<file path="config.mk">
export PLATFORM = sky130hd
export DESIGN_NAME = nand_bundle_voter
export DESIGN_NICKNAME = d
export VERILOG_FILES = /design/src/rtl/nand_reliability_pkg.sv /design/src/rtl/bundle_popcount.sv /design/src/rtl/nand_bundle_voter.sv
export SDC_FILE = /design/constraint.sdc
export NUM_CORES = 1
export LEC_CHECK = 0
export ABC_AREA = 1
export CORE_MARGIN = 2
export CORE_UTILIZATION = 52
export CTS_CLUSTER_DIAMETER = 50
export CTS_CLUSTER_SIZE = 24
export DETAILED_ROUTE_END_ITERATION = 16
export DONT_BUFFER_PORTS = 1
export GPL_TIMING_DRIVEN = 0
export PLACE_DENSITY = 0.64
export SLEW_MARGIN = 40
export SYNTH_ARGS = -nofsm -noshare
export SYNTH_HDL_FRONTEND = slang
export SYNTH_SLANG_ARGS = --single-unit
</file>
<file path="constraint.sdc">
create_clock -name clk -period 6.35 [get_ports clk]
set_input_delay 1.905 -clock clk [delete_from_list [all_inputs] [get_ports clk]]
set_output_delay 1.905 -clock clk [all_outputs]
set_load 0.02 [all_outputs]
</file>
<file path="src/rtl/nand_reliability_pkg.sv">
`default_nettype none
// ============================================================================
//  Module      : nand_reliability_pkg
//  Description : Shared types and helpers for the NAND-bundle voter block.
//  Revision    : 1.0  initial release
// ============================================================================
package nand_reliability_pkg;

    // Measurement controller states
    typedef enum logic [1:0] {
        IDLE = 2'd0,
        RUN  = 2'd1,
        DONE = 2'd2
    } voter_state_e;

    // Bits needed to hold a popcount of n wires (0..n inclusive)
    function automatic int pop_width(input int n);
        return $clog2(n + 1);
    endfunction

endpackage
`default_nettype wire

</file>
<file path="src/rtl/bundle_popcount.sv">
`default_nettype none
// ============================================================================
//  Module      : bundle_popcount
//  Description : Combinational count of asserted wires in a NAND bundle.
//  Revision    : 1.0  initial release
// ============================================================================
module bundle_popcount
    import nand_reliability_pkg::*;
#(
    parameter int N_WIRES = 5,
    parameter int POP_W   = pop_width(N_WIRES)
) (
    input  logic [N_WIRES-1:0] i_bundle,
    output logic [POP_W-1:0]   o_pop
);

    // Ripple sum of the individual wire bits
    always_comb begin
        o_pop = '0;
        for (int i = 0; i < N_WIRES; i++) begin
            o_pop = o_pop + POP_W'(i_bundle[i]);
        end
    end

endmodule
`default_nettype wire

</file>
<file path="src/rtl/nand_bundle_voter.sv">
`default_nettype none
// ============================================================================
//  Module      : nand_bundle_voter
//  Description : Majority-vote restoration of an N-wire NAND bundle with
//                windowed error-rate counters (voted and per-wire).
//                Optional macro VOTER_WIRE_ERR_EN builds the per-wire
//                mismatch accumulator; otherwise wire_err_cnt_o reads 0.
//  Revision    : 1.0  initial release
// ============================================================================
module nand_bundle_voter
    import nand_reliability_pkg::*;
#(
    parameter int N_WIRES = 5,
    parameter int WINDOW  = 1000,
    parameter int CNT_W   = 16
) (
    input  logic               clk,
    input  logic               reset_n,
    input  logic [N_WIRES-1:0] bundle_i,
    input  logic               golden_i,
    input  logic               sample_en_i,
    input  logic               start_i,
    input  logic               abort_i,
    output logic               voted_o,
    output logic               busy_o,
    output logic               done_o,
    output logic [CNT_W-1:0]   sample_cnt_o,
    output logic [CNT_W-1:0]   voted_err_cnt_o,
    output logic [CNT_W-1:0]   wire_err_cnt_o
);

    localparam int               POP_W     = pop_width(N_WIRES);
    localparam logic [CNT_W-1:0] C_CNT_MAX = '1;
    localparam logic [CNT_W-1:0] C_ONE     = {{(CNT_W-1){1'b0}}, 1'b1};
    localparam logic [CNT_W-1:0] C_WINDOW  = CNT_W'(WINDOW);
    localparam logic [POP_W-1:0] C_HALF    = POP_W'(N_WIRES / 2);

    if ((N_WIRES < 3) || ((N_WIRES % 2) == 0)) begin : g_bad_n_wires
        $error("nand_bundle_voter: N_WIRES must be odd and >= 3");
    end
    if ((WINDOW < 1) || (WINDOW > ((2 ** CNT_W) - 1))) begin : g_bad_window
        $error("nand_bundle_voter: WINDOW must be in 1 .. 2**CNT_W-1");
    end

    logic [POP_W-1:0] w_pop;
    logic             r_voted;
    logic             r_golden;
    logic             r_sample;
    voter_state_e     r_state;
    logic [CNT_W-1:0] r_sample_cnt;
    logic [CNT_W-1:0] r_voted_err;
    logic [CNT_W-1:0] w_sample_nxt;
    logic [CNT_W-1:0] w_voted_nxt;
    logic             w_clear;
    logic             w_accum;

    bundle_popcount #(
        .N_WIRES (N_WIRES),
        .POP_W   (POP_W)
    ) u_popcount (
        .i_bundle (bundle_i),
        .o_pop    (w_pop)
    );

    // Stage 1: register the vote and the aligned golden/sample qualifiers
    always_ff @(posedge clk) begin
        if (!reset_n) begin
            r_voted  <= 1'b0;
            r_golden <= 1'b0;
            r_sample <= 1'b0;
        end else begin
            r_voted  <= (w_pop > C_HALF);
            r_golden <= golden_i;
            r_sample <= sample_en_i;
        end
    end

    // Abort dominates start; start only clears outside RUN
    assign w_clear = !abort_i && start_i && (r_state != RUN);
    assign w_accum = (r_state == RUN) && !abort_i && r_sample;

    // Saturating next values for the always-present counters
    assign w_sample_nxt = (r_sample_cnt == C_CNT_MAX) ? r_sample_cnt : r_sample_cnt + C_ONE;
    assign w_voted_nxt  = ((r_voted_err == C_CNT_MAX) || (r_voted == r_golden))
                          ? r_voted_err : r_voted_err + C_ONE;

    // Window controller and the sample / voted-error counters
    always_ff @(posedge clk) begin
        if (!reset_n) begin
            r_state      <= IDLE;
            r_sample_cnt <= '0;
            r_voted_err  <= '0;
        end else begin
            if (w_clear) begin
                r_sample_cnt <= '0;
                r_voted_err  <= '0;
            end else if (w_accum) begin
                r_sample_cnt <= w_sample_nxt;
                r_voted_err  <= w_voted_nxt;
            end
            case (r_state)
                IDLE: if (w_clear) r_state <= RUN;
                RUN: begin
                    if (abort_i)
                        r_state <= IDLE;
                    else if (w_accum && (w_sample_nxt == C_WINDOW))
                        r_state <= DONE;
                end
                DONE: begin
                    if (abort_i)
                        r_state <= IDLE;
                    else if (start_i)
                        r_state <= RUN;
                end
                default: r_state <= IDLE;
            endcase
        end
    end

`ifdef VOTER_WIRE_ERR_EN
    logic [POP_W-1:0] r_pop;
    logic [POP_W-1:0] w_wire_inc;
    logic [CNT_W:0]   w_wire_sum;
    logic [CNT_W-1:0] r_wire_err;

    // Mismatching wires this sample: zeros when golden is 1, ones otherwise
    assign w_wire_inc = r_golden ? (POP_W'(N_WIRES) - r_pop) : r_pop;
    assign w_wire_sum = {1'b0, r_wire_err} + (CNT_W + 1)'(w_wire_inc);

    // Registered popcount and saturating per-wire mismatch accumulator
    always_ff @(posedge clk) begin
        if (!reset_n) begin
            r_pop      <= '0;
            r_wire_err <= '0;
        end else begin
            r_pop <= w_pop;
            if (w_clear)
                r_wire_err <= '0;
            else if (w_accum)
                r_wire_err <= w_wire_sum[CNT_W] ? C_CNT_MAX : w_wire_sum[CNT_W-1:0];
        end
    end

    assign wire_err_cnt_o = r_wire_err;
`else
    assign wire_err_cnt_o = '0;
`endif

    assign voted_o         = r_voted;
    assign busy_o          = (r_state == RUN);
    assign done_o          = (r_state == DONE);
    assign sample_cnt_o    = r_sample_cnt;
    assign voted_err_cnt_o = r_voted_err;

endmodule
`default_nettype wire

</file>
==> results_dict.tcl <==
set metrics [dict create \
    status "completed" \
    startpoint_type "primary input" \
    cap_violations 0 \
    async_flop_share_pct 0 \
    crit_arrival_ns 3.55 \
    place_congestion 0.898 \
    clock_skew_ns 0.00729 \
    post-route-min-period_ns 3.33 \
    postCtsSetupBuffers 0 \
    r2r_slack_ns 4.00 \
    leakagePower_nw 1.20 \
    rsz0062_at_grt "false" \
    fmax_mhz 300 \
    setup_viol 0 \
    avgRoutedWirePerCell_um 13.1 \
    io_buffer_count 0 \
    finalHoldViolCount 0 \
    drtIter0Drc 66 \
    cellPowerDensity_mw_per_mm2 172 \
    path_class "in -> reg" \
    die_area_mm2 0.00536 \
    nFillCells 488 \
    whs_ns 0.585 \
    num_vias 2290 \
    yosysUniqueCellTypes 36 \
    yosysSeqAreaShare_pct 29.7 \
    grt_overflow 0 \
    mostFrequentLayoutCell "nand2_1" \
    cts_tree "done" \
    slew_violations 0 \
    drive_gt1_share_pct 12.9 \
    ys_warn_count 0 \
    grt_max_degree 12 \
    period_share_pct 52.5 \
    min_path_type "reg -> reg" \
    mostFrequentLayoutCells "nand2_1, nor2_1, inv_1" \
    htreeDepth 2 \
    grt_usage_pct 23.4 \
    holdBufCountCts 0 \
    ctsLongestPathBuffers 2 \
    crit_path_end_kind "register" \
    yosys.area.top_type "dfxtp_1" \
    start_util_pct 53.5 \
    area_delta_synth_final_pct 9.04 \
    grt_pass1_vias 2168 \
    critPathMaxFanout 1 \
    syn_avg_cell_area_um2 6.68 \
    synth.top_cell.area_share_pct 29.7 \
    critPathRequiredTime_ns 6.57 \
    wl_mm 5.88 \
    power_w 0.000467 \
    netlist_instances 373 \
    cts_resized 0 \
    rows 25 \
    clock-sinks 37 \
    peakVddDrop_uv 118 \
    synth.area.top_cells "dfxtp_1, nand2_1, nor2_1, inv_1, nand3_1" \
    io_pins 62 \
    synth-edff-count 0 \
    grt_antenna_before_repair 0 \
    detail-route-antenna-nets 0 \
    ys_ff_latch 37 \
    syn_area_mm2 0.00249 \
    clk_pin_slew_ns 0.07 \
    design.core.area_mm2 0.00466 \
    drc 0 \
    grt_pass1_wl_mm 9.72 \
    fin_tns_setup_ns 0 \
    clk-insertion-delay-late_ns 0.29 \
    routed_via_density 5.09 \
    ys.flop_type "dfxtp_1" \
    cts_root_buffer "clkbuf_8" \
    nets 412 \
    die_w_um 73.2 \
    antenna_cells 0 \
    cts_buffers 5 \
    dp_hpwl_mm 4.61 \
    drt_pre_antenna_iters 4 \
    die_h_um 73.2 \
]
## path summary, 6_finish.rpt
path                                                       from                         endpoint  depth (start not counted)
worst max-delay path                                bundle_i[0]               voted_o$_SDFF_PN0_                         10
worst min-delay path            voted_err_cnt_o[2]$_SDFFE_PP0P_  voted_err_cnt_o[2]$_SDFFE_PP0P_                          2
worst max register to register     sample_cnt_o[0]$_SDFFE_PP0P_          r_state[1]$_SDFFE_PN0P_                         11
worst min register to register  voted_err_cnt_o[2]$_SDFFE_PP0P_  voted_err_cnt_o[2]$_SDFFE_PP0P_                          2
## critical path: stages
cell and delay, ns:
ha_1 0.26, inv_1 0.05, fa_1 0.47, inv_1 0.04, ha_1 0.16, inv_1 0.06, fa_1 0.40, inv_1 0.06
nand2_1 0.04, a21oi_1 0.11
## registers in the layout, indices dropped and copies added (netlist names)
register / cells
r_golden: 1
voted_o: 1
sample_cnt_o: 16
voted_err_cnt_o: 16
r_state: 2
r_sample: 1
## metal layers
layer | vias up | routed length, um | global-route usage (%)
met5 | - | 0 | 0
met4 | 0 | 76 | 5.97
met3 | 8 | 403 | 6.91
met2 | 58 | 2960 | 40.7
met1 | 1026 | 2440 | 28.0
li1 | 1198 | - | -
## cells in the mapped netlist (3+ instances only)
master,number
ha_1,4
buf_4,16
nand2_2,3
nand2_1,80
xnor2_1,6
xor2_1,10
a21oi_1,21
a21oi_2,3
inv_2,3
nand3_1,28
o21ai_0,15
dfxtp_1,37
nor2_1,52
inv_1,49
nand4_1,8
a211oi_1,3
o211ai_1,4
clkbuf_1,3
nor2_2,3
## kinds of logic after synthesis
logic type / Yosys count / synth area share (%)
AOI/OAI and AO/OA: 52 / 12.4
adders and majority gates: 6 / 3.61
DFF: 37 / 29.7
and+or+nand+nor: 185 / 34.1
other: 1 / 0.150
buffers and inverters: 76 / 14.4
xor gates and xnor gates: 16 / 5.62
## metrics by stage
stage / instance area, um^2 / cells / worst slack (ns) / utilization [%]
4_1_cts: 2720 / 450 / 3.00 / 58.3
5_1_grt: 2720 / 450 / 2.87 / 58.3
3_3_place_gp: 2620 / 442 / 2.74 / 56.1
2_1_floorplan: 2550 / 388 / 2.79 / -
6_report: 2720 / 450 / 3.02 / 58.3
3_5_place_dp: 2620 / 442 / 2.70 / 56.1
## report_power, final
| group | internal [W] | switching (W) |
|---|---|---|
| clock | 0.0000981 | 0.0000827 |
| sequential | 0.000235 | 0.00000602 |
| combinational | 0.0000161 | 0.0000284 |
## cell type report
cell class	instances	area [um^2]	area share [%]
buffer	21	148	5.43
clock buffer	7	96.3	3.55
clock inverter	1	5.00	0.184
inverter	55	211	7.78
multi-input combinational	275	1450	53.3
sequential	37	741	27.3
tap	54	67.6	2.49
Power figures use the tool's default switching activity.
